===== src/rtl/puntaje_pkg.sv =====
// Shared encodings for the score stage: game FSM states, converter states, widths and
// the double-dabble digit adjust helper.
package puntaje_pkg;

    localparam int unsigned ANCHO_BIN  = 9;
    localparam int unsigned N_DIGITOS  = 3;
    localparam int unsigned ANCHO_BCD  = 4 * N_DIGITOS;
    localparam int unsigned ANCHO_DESP = ANCHO_BCD + ANCHO_BIN;

    localparam logic [2:0] ST_REPOSO = 3'd0;
    localparam logic [2:0] ST_JUEGO  = 3'd1;
    localparam logic [2:0] ST_BONO   = 3'd2;
    localparam logic [2:0] ST_FIN    = 3'd3;

    typedef enum logic [1:0] {C_REPOSO, C_CARGA, C_DESPL, C_FIN} conv_estado_e;

    // Add 3 to every BCD digit that is 5 or more, ahead of the next left shift.
    function automatic logic [ANCHO_BCD-1:0] ajustar_bcd(input logic [ANCHO_BCD-1:0] d);
        logic [ANCHO_BCD-1:0] r;
        r = d;
        for (int i = 0; i < N_DIGITOS; i++) begin
            if (r[4*i +: 4] >= 4'd5) r[4*i +: 4] = r[4*i +: 4] + 4'd3;
        end
        return r;
    endfunction

endpackage


===== src/rtl/bin_a_bcd.sv =====
// Sequential double-dabble converter: inicio starts a conversion of bin; bcd_* update
// only on completion, together with a one-cycle valido pulse.
module bin_a_bcd
    import puntaje_pkg::*;
(
    input  logic                 clk,
    input  logic                 rst,
    input  logic                 inicio,
    input  logic [ANCHO_BIN-1:0] bin,
    output logic [3:0]           bcd_c,
    output logic [3:0]           bcd_d,
    output logic [3:0]           bcd_u,
    output logic                 ocupado,
    output logic                 valido
);

    conv_estado_e          estado_q;
    logic [ANCHO_DESP-1:0] desp_q;
    logic [3:0]            cuenta_q;
    logic [ANCHO_BCD-1:0]  ajustado;

    always_comb ajustado = ajustar_bcd(desp_q[ANCHO_DESP-1 -: ANCHO_BCD]);

    always_ff @(posedge clk or posedge rst) begin
        if (rst) begin
            estado_q <= C_REPOSO;
            desp_q   <= '0;
            cuenta_q <= '0;
            bcd_c    <= '0;
            bcd_d    <= '0;
            bcd_u    <= '0;
            ocupado  <= 1'b0;
            valido   <= 1'b0;
        end else begin
            valido <= 1'b0;
            unique case (estado_q)
                C_REPOSO: begin
                    if (inicio) begin
                        estado_q <= C_CARGA;
                        ocupado  <= 1'b1;
                    end
                end
                C_CARGA: begin
                    desp_q   <= {{ANCHO_BCD{1'b0}}, bin};
                    cuenta_q <= '0;
                    estado_q <= C_DESPL;
                end
                C_DESPL: begin
                    desp_q   <= {ajustado, desp_q[ANCHO_BIN-1:0]} << 1;
                    cuenta_q <= cuenta_q + 4'd1;
                    if (cuenta_q == 4'(ANCHO_BIN - 1)) estado_q <= C_FIN;
                end
                C_FIN: begin
                    {bcd_c, bcd_d, bcd_u} <= desp_q[ANCHO_DESP-1 -: ANCHO_BCD];
                    valido   <= 1'b1;
                    ocupado  <= 1'b0;
                    estado_q <= C_REPOSO;
                end
            endcase
        end
    end

endmodule


===== src/rtl/puntaje_acumulador.sv =====
// Hit/bonus score accumulators with registered total and BCD conversion for the display.
// Define PUNTAJE_RECORD_EN to add the high-score output record.
module puntaje_acumulador
    import puntaje_pkg::*;
#(
    parameter int unsigned PASO_ACIERTO = 1,
    parameter int unsigned PASO_BONO    = 5,
    parameter int unsigned MAX_PARCIAL  = 255
) (
    input  logic                 clk,
    input  logic                 rst,
    input  logic                 clr,
    input  logic [2:0]           presente,
    input  logic                 acierto,
    input  logic                 bono,
    output logic [7:0]           puntos,
    output logic [7:0]           puntos_bono,
    output logic [ANCHO_BIN-1:0] puntos_bin,
    output logic [3:0]           bcd_c,
    output logic [3:0]           bcd_d,
    output logic [3:0]           bcd_u,
    output logic                 bcd_ocupado,
    output logic                 bcd_valido
`ifdef PUNTAJE_RECORD_EN
    ,
    output logic [ANCHO_BIN-1:0] record
`endif
);

    localparam logic [ANCHO_BIN-1:0] MAX9 = ANCHO_BIN'(MAX_PARCIAL);

    logic [ANCHO_BIN-1:0] suma_acierto, suma_bono, suma_bin;
    logic [7:0]           puntos_sig, bono_sig;
    logic                 sucio_q;

    always_comb begin
        suma_acierto = {1'b0, puntos} + ANCHO_BIN'(PASO_ACIERTO);
        suma_bono    = {1'b0, puntos_bono} + ANCHO_BIN'(PASO_BONO);
        suma_bin     = {1'b0, puntos} + {1'b0, puntos_bono};
        puntos_sig   = puntos;
        bono_sig     = puntos_bono;
        if (clr) begin
            puntos_sig = '0;
            bono_sig   = '0;
        end else begin
            // Gating by state also freezes both counters in ST_FIN.
            if (acierto && presente == ST_JUEGO)
                puntos_sig = (suma_acierto > MAX9) ? MAX9[7:0] : suma_acierto[7:0];
            if (bono && presente == ST_BONO)
                bono_sig = (suma_bono > MAX9) ? MAX9[7:0] : suma_bono[7:0];
        end
    end

    always_ff @(posedge clk or posedge rst) begin
        if (rst) begin
            puntos      <= '0;
            puntos_bono <= '0;
            puntos_bin  <= '0;
            sucio_q     <= 1'b0;
        end else begin
            puntos      <= puntos_sig;
            puntos_bono <= bono_sig;
            puntos_bin  <= suma_bin;
            // A new request wins over the converter accepting the previous one.
            sucio_q     <= clr | (suma_bin != puntos_bin) | (sucio_q & bcd_ocupado);
        end
    end

    bin_a_bcd u_bin_a_bcd (
        .clk     (clk),
        .rst     (rst),
        .inicio  (sucio_q),
        .bin     (puntos_bin),
        .bcd_c   (bcd_c),
        .bcd_d   (bcd_d),
        .bcd_u   (bcd_u),
        .ocupado (bcd_ocupado),
        .valido  (bcd_valido)
    );

`ifdef PUNTAJE_RECORD_EN
    logic [2:0] presente_q;

    always_ff @(posedge clk or posedge rst) begin
        if (rst) begin
            presente_q <= ST_REPOSO;
            record     <= '0;
        end else begin
            presente_q <= presente;
            if (presente == ST_FIN && presente_q != ST_FIN && puntos_bin > record)
                record <= puntos_bin;
        end
    end
`endif

endmodule

===== config.mk =====
export PLATFORM = sky130hd
export DESIGN_NAME = puntaje_acumulador
export DESIGN_NICKNAME = d
export VERILOG_FILES = /design/src/rtl/puntaje_pkg.sv /design/src/rtl/bin_a_bcd.sv /design/src/rtl/puntaje_acumulador.sv
export SDC_FILE = /design/constraint.sdc
export NUM_CORES = 1
export LEC_CHECK = 0
export CELL_PAD_IN_SITES_DETAIL_PLACEMENT = 1
export CELL_PAD_IN_SITES_GLOBAL_PLACEMENT = 1
export CORE_ASPECT_RATIO = 0.6
export CORE_MARGIN = 2
export CORE_UTILIZATION = 39
export CTS_BUF_LIST = sky130_fd_sc_hd__clkbuf_16
export CTS_CLUSTER_SIZE = 30
export DETAILED_ROUTE_END_ITERATION = 10
export PLACE_DENSITY = 0.8
export SLEW_MARGIN = 20
export SYNTH_ARGS = -nofsm -noshare
export SYNTH_HDL_FRONTEND = slang
export SYNTH_SLANG_ARGS = --single-unit

===== constraint.sdc =====
create_clock -name clk -period 2.3 [get_ports clk]
set_clock_uncertainty 0.05 [all_clocks]
set_input_delay 0.345 -clock clk [delete_from_list [all_inputs] [get_ports clk]]
set_output_delay 0.345 -clock clk [all_outputs]
set_load 0.02 [all_outputs]

After elaboration in Yosys (flattened, before gate mapping)
Cells that the tools add are included.
{"block": "classes", "n_eq_ne": 9, "n_reduce_logical": 9, "muxes": 17, "bitwise": 3, "n_addsub": 7, "order_cmp": 5}
{"cell": "two-way mux 8 bit", "count": 6}
{"cell": "case mux 21 bit (2 select lines)", "count": 1}
{"cell": "greater-than comparator 9 x 8 -> 1 bit (second input constant)", "count": 2}
{"cell": "greater-or-equal comparator 4 x 3 -> 1 bit (second input constant)", "count": 3}
{"cell": "adder 8 x 1 -> 9 bit (second input constant)", "count": 1}
{"cell": "adder 8 x 3 -> 9 bit (second input constant)", "count": 1}
{"cell": "adder 8 x 8 -> 9 bit", "count": 1}
{"cell": "inequality test 9 bit", "count": 1}
{"cell": "adder 4 x 2 -> 4 bit (second input constant)", "count": 2}
{"cell": "two-way mux 4 bit", "count": 2}
{"cell": "case mux 2 bit (4 select lines)", "count": 1}
{"cell": "case mux 4 bit (2 select lines)", "count": 1}
{"cell": "nonzero test 2 bit", "count": 4}
{"cell": "adder 4 x 1 -> 4 bit (second input constant)", "count": 1}
{"cell": "== test 2 bit (second input constant)", "count": 2}
{"cell": "== test 4 bit (second input constant)", "count": 1}
{"cell": "two-way mux 2 bit", "count": 2}
{"cell": "AND reduction 2 bit", "count": 2}
{"cell": "adder 3 x 2 -> 3 bit (second input constant)", "count": 1}
{"cell": "== test 3 x 1 -> 1 bit (second input constant)", "count": 1}
{"cell": "== test 3 x 2 -> 1 bit (second input constant)", "count": 1}
{"cell": "two-way mux 3 bit", "count": 1}
{"cell": "== test 2 x 1 -> 1 bit (second input constant)", "count": 1}
{"cell": "logical AND 1 bit", "count": 2}
{"cell": "7 further kinds", "count": 9}
{"block": "word_totals", "regBits": 67, "output_inout_bits": 39, "wordCells": 62}

Logic depth before layout (Yosys ltp)
Gate-level depths: netlist of the first run.
{"block": "depth", "word_depth": 5, "mapped_depth": 8, "depth_no_buf": 8}

Cells and area by module
From an unflattened synthesis of the first run, not the netlist that was laid out.
{"block": "hier_totals", "cells_unflattened": 385, "hier_area_um2": 3915.0}
{"module": "bin_a_bcd", "seq_area_each_um2": 1026.0, "cells_per_inst": 178, "instances": 1, "area_per_inst_um2": 2008.2}
{"module": "puntaje_acumulador", "seq_area_each_um2": 650.6, "cells_per_inst": 207, "instances": 1, "area_per_inst_um2": 1906.8}

Worst setup path after synthesis of the first run
Ideal clock, no wire load.
{"block": "synth_timing", "kind": "reg2reg", "from": "register puntos[0]", "to": "register sucio_q", "t_arrival_ps": 2168, "path_slack_ps": -54, "synth_period_minus_slack_ps": 2354, "required_time_ps": 2115, "n_path_buf": 0, "setup_ps": 135, "path_stages_with_launch": 8, "path_cell_list": "dfrtp_1 > ha_1 > fa_1 > xor2_1 > a2111oi_0 > nand3_1 > nor4_1 > nand3_1"}
{"block": "synth_between", "elab_chain_len": 4}
{"item": "start: declaration", "line": "puntaje_acumulador.sv:16", "source": "output logic [7:0] puntos,"}
{"item": "start signal: assignment", "line": "puntaje_acumulador.sv:61", "source": "puntos <= puntos_sig;"}
{"item": "adder 8 x 8 -> 9 bit", "line": "puntaje_acumulador.sv:39", "source": "suma_bin = {1'b0, puntos} + {1'b0, puntos_bono};"}
{"item": "via suma_bin[1]", "line": "puntaje_acumulador.sv:32", "source": "logic [ANCHO_BIN-1:0] suma_acierto, suma_bono, suma_bin;"}
{"item": "inequality test 9 bit", "line": "puntaje_acumulador.sv:65", "source": "sucio_q <= clr | (suma_bin != puntos_bin) | (sucio_q & bcd_ocupado);"}
{"item": "OR 1 bit (2 in a row)", "line": "puntaje_acumulador.sv:65"}
{"item": "end signal: assignment", "line": "puntaje_acumulador.sv:65"}
{"item": "end: declaration", "line": "puntaje_acumulador.sv:34", "source": "logic sucio_q;"}
The timed path passes the listed nets, and every way through them passes these cells.
A chain may end at the register's enable or synchronous reset.

Worst setup path after layout of the first run
Ends and elaborated chain as after synthesis.

==> results.toml, run 1 <==
[placed_design]
gp_congestion = 0.862
place.port_buffers = 46
dp_hpwl_um = 7270
dpl_cell_area_um2 = 4450

[drt]
highest_layer = "met4"
routed_via_density = 5.54
first_pass_iters = 4
m1WireLength_um = 5190
detail-route-antenna-nets = 0
drt_iter0_markers = 199
drt-total-wl_um = 10500
remaining_drc_errors = 0
wl_met2_um = 4680
vias = 3148
avgRoutedWirePerCell_um = 18.4
dr_wl_met3_um = 404

[logic_synthesis]
synth_area_leader_cell = "dfrtp_1"
yosysSeqAreaShare_pct = 44.6
synth_area_leaders = "dfrtp_1, ha_1, a21oi_1"
synth.top_cell.area_share_pct = 44.6
synthArstFlopShare_pct = 100
synth_area_per_cell_um2 = 10.0
ys_ff_latch = 67
netlist_area_um2 = 3760
synth_edf_count = 0
yosysWarnings = 0
syn_nets = 407
syn-instance-count = 375
synth-main-ff-cell = "dfrtp_1"
ys_types = 59

[sta]
grt_setup_unrepaired = "true"
worstMarginPinSlew_ps = 638
period_share_pct = 96.7
fmax_mhz = 450
finalMaxSlewViolations = 0
hold_viol = 0
slew_headroom_pct = 57.5
fin_crit_ps = 2220
setup_viol = 0
finalSetupTns_ps = 0

[critical_path]
startpoint_type = "register"
worstSetupEndpoint = "sucio_q"
reg2reg_depth = 7
crit_fanout = 2
rr_startpoint = "puntos[0]"
cp.required_ps = 2450
crit_arrival_ps = 2380
crit_start = "puntos[0]"
r2r_end = "sucio_q"
reg2reg_slack_ps = 80
crit_type = "register to register"
worst_setup_path_end_kind = "register"

[cts]
numCtsBuffers = 9
cts_tree = "built"
root_buffer = "clkbuf_16"
cts.sinks = 67
cts-htree-levels = 3
clk_path_buf_depth = 2
post_cts_buffers = 0
clk_pin_slew_ps = 60
clk_latency_ps = 340

[floorplan]
num_io_pins = 47
core_region_area_um2 = 9260
die_h_um = 80.0
die_x_um = 131
num_rows = 27
initial_utilization_pct = 40.6
dieArea_um2 = 10500

[layout]
area_growth_pct = 28.0
fin_area_um2 = 4810
layout_common_cells = "dfrtp_1, clkdlybuf4s50_1, nor2_1"
fin_nets = 465
fill_cells = 1048
final_common_cell = "dfrtp_1"
drive_gt1_share_pct = 14.4
diodes = 0

[flow_run]
max-cap-violations = 0

[pwr]
p_leak_nw = 2.10
p_int_w = 0.00282
power.share.clock_pct = 34.8
vdd_drop_max_mv = 0.454
switchingPower_w = 0.00144
p_sw_share_pct = 33.9
power_density_nw_per_um2 = 886
combPwrFrac_pct = 29.9
p_seq_share_pct = 35.3

[outcome]
status = "finished, final reports clean"

[global_routing]
track_usage_pct = 21.2
grt_pass1_wl_um = 16900
grt_max_degree = 68
grt_remaining_overflow = 0
grt_pass1_vias = 3231
antenna_found_initial = 0

[worst_hold_path]
hold_path_class = "input pin to async pin"
## per-layer routing
layer | GRT usage (%) | vias to the layer above
li1 | - | 1470
met1 | 30.1 | 1585
met2 | 31.3 | 76
met3 | 5.23 | 17
met4 | 8.19 | 0
met5 | 0 | -
## how the worst min path moves through the flow
stage / slack [ps] / depth (start not counted) / end / start
finish: 350 / 3 / puntos_bono[2] / rst
global route: 360 / 3 / puntos_bono[2] / rst
CTS: 360 / 3 / puntos_bono[2] / rst
detailed placement: 440 / 1 / u_bin_a_bcd.cuenta_q[3] / u_bin_a_bcd.cuenta_q[3]
global placement: 420 / 1 / u_bin_a_bcd.cuenta_q[3] / u_bin_a_bcd.cuenta_q[3]
floorplan: 400 / 2 / u_bin_a_bcd.desp_q[9] / u_bin_a_bcd.desp_q[8]
## per-stage QoR
step	utilization [%]	hold slack, ps	power (W)	worst slack [ps]	std cells
finish	52.0	346	0.00426	75.4	568
floorplan	-	401	0.00233	8.37	375
detailed placement	48.1	442	0.00276	-225	552
CTS	51.6	361	0.00429	39.8	568
global placement	48.1	421	0.00268	-85.1	552
global route	52.0	358	0.00450	-10.2	568
## synth_stat cells (all sizes together) (3+ instances only)
| cell | n |
|---|---|
| dfrtp | 67 |
| nor2 | 34 |
| a21oi | 30 |
| ha | 23 |
| inv | 20 |
| nand2 | 20 |
| o21ai | 18 |
| mux2 | 12 |
| mux2i | 12 |
| nand3 | 10 |
| xnor2 | 10 |
| buf | 9 |
| o22ai | 9 |
| xor2 | 9 |
| a31oi | 6 |
| clkbuf | 6 |
| nand2b | 6 |
| nor2b | 6 |
| nor3b | 6 |
| nand4 | 5 |
| a211oi | 4 |
| a311oi | 4 |
| nor3 | 4 |
| o31ai | 4 |
| a21o | 3 |
| a31o | 3 |
| a32o | 3 |
| and3 | 3 |
## power by group through the flow
stage                     Sequential (W)  Clock (W)  Combinational (W)
after floorplan                  0.00153          0           0.000798
after global placement           0.00150          0            0.00118
after detailed placement         0.00151          0            0.00125
after CTS                        0.00150    0.00152            0.00128
after global routing             0.00152    0.00156            0.00141
final                            0.00150    0.00148            0.00128
## worst max-delay path, stage by stage (launching register included)
cell and delay, ps:
dfrtp_2 400, ha_1 230, fa_2 550, xor2_1 90
a2111oi_2 280, nand3_1 150, nor4_2 230, nand3_1 100
## final cells by class
type                       count  area, µm²  area share, %
multi-input combinational    273       1990           41.3
tap                          130        163           3.38
clock buffer                   9        225           4.68
sequential                    67       1680           34.9
timing repair buffer          62        593           12.3
inverter                      20       75.1           1.56
clock inverter                 7       91.3           1.90
## flip-flops by register name, indices dropped and copies added (netlist names)
register	count
puntos	8
puntos_bono	8
u_bin_a_bcd.estado_q	2
u_bin_a_bcd.bcd_u	4
sucio_q	1
u_bin_a_bcd.cuenta_q	4
puntos_bin	9
u_bin_a_bcd.desp_q	21
u_bin_a_bcd.valido	1
u_bin_a_bcd.ocupado	1
u_bin_a_bcd.bcd_c	4
u_bin_a_bcd.bcd_d	4
## logic make-up after synthesis
logic type	share of synthesized area [%]
xor+xnor	4.43
fa+ha+maj	8.19
compound gates	16.9
mux	6.79
buf+inv	3.76
flops	44.6
simple gates	15.3
## what timing repair did
action | 4_1_cts | 5_1_grt
pin swaps | 1 | 0
hold endpoints to repair | 0 | 0
setup endpoints to repair | 1 | 3
gates resized for setup | 2 | 9
hold buffers | 0 | 0
(Power assumes the default switching activity.)
==> inputs of run 2 (changes only) <==
--- a/config.mk
+++ b/config.mk
@@ -14,7 +14,7 @@
 export CTS_CLUSTER_SIZE = 30
 export DETAILED_ROUTE_END_ITERATION = 10
 export PLACE_DENSITY = 0.8
-export SLEW_MARGIN = 20
+export SLEW_MARGIN = 0
 export SYNTH_ARGS = -nofsm -noshare
 export SYNTH_HDL_FRONTEND = slang
 export SYNTH_SLANG_ARGS = --single-unit
==> results of run 2 <==
Final layout, timing and power as in run 1 (identical DEF).
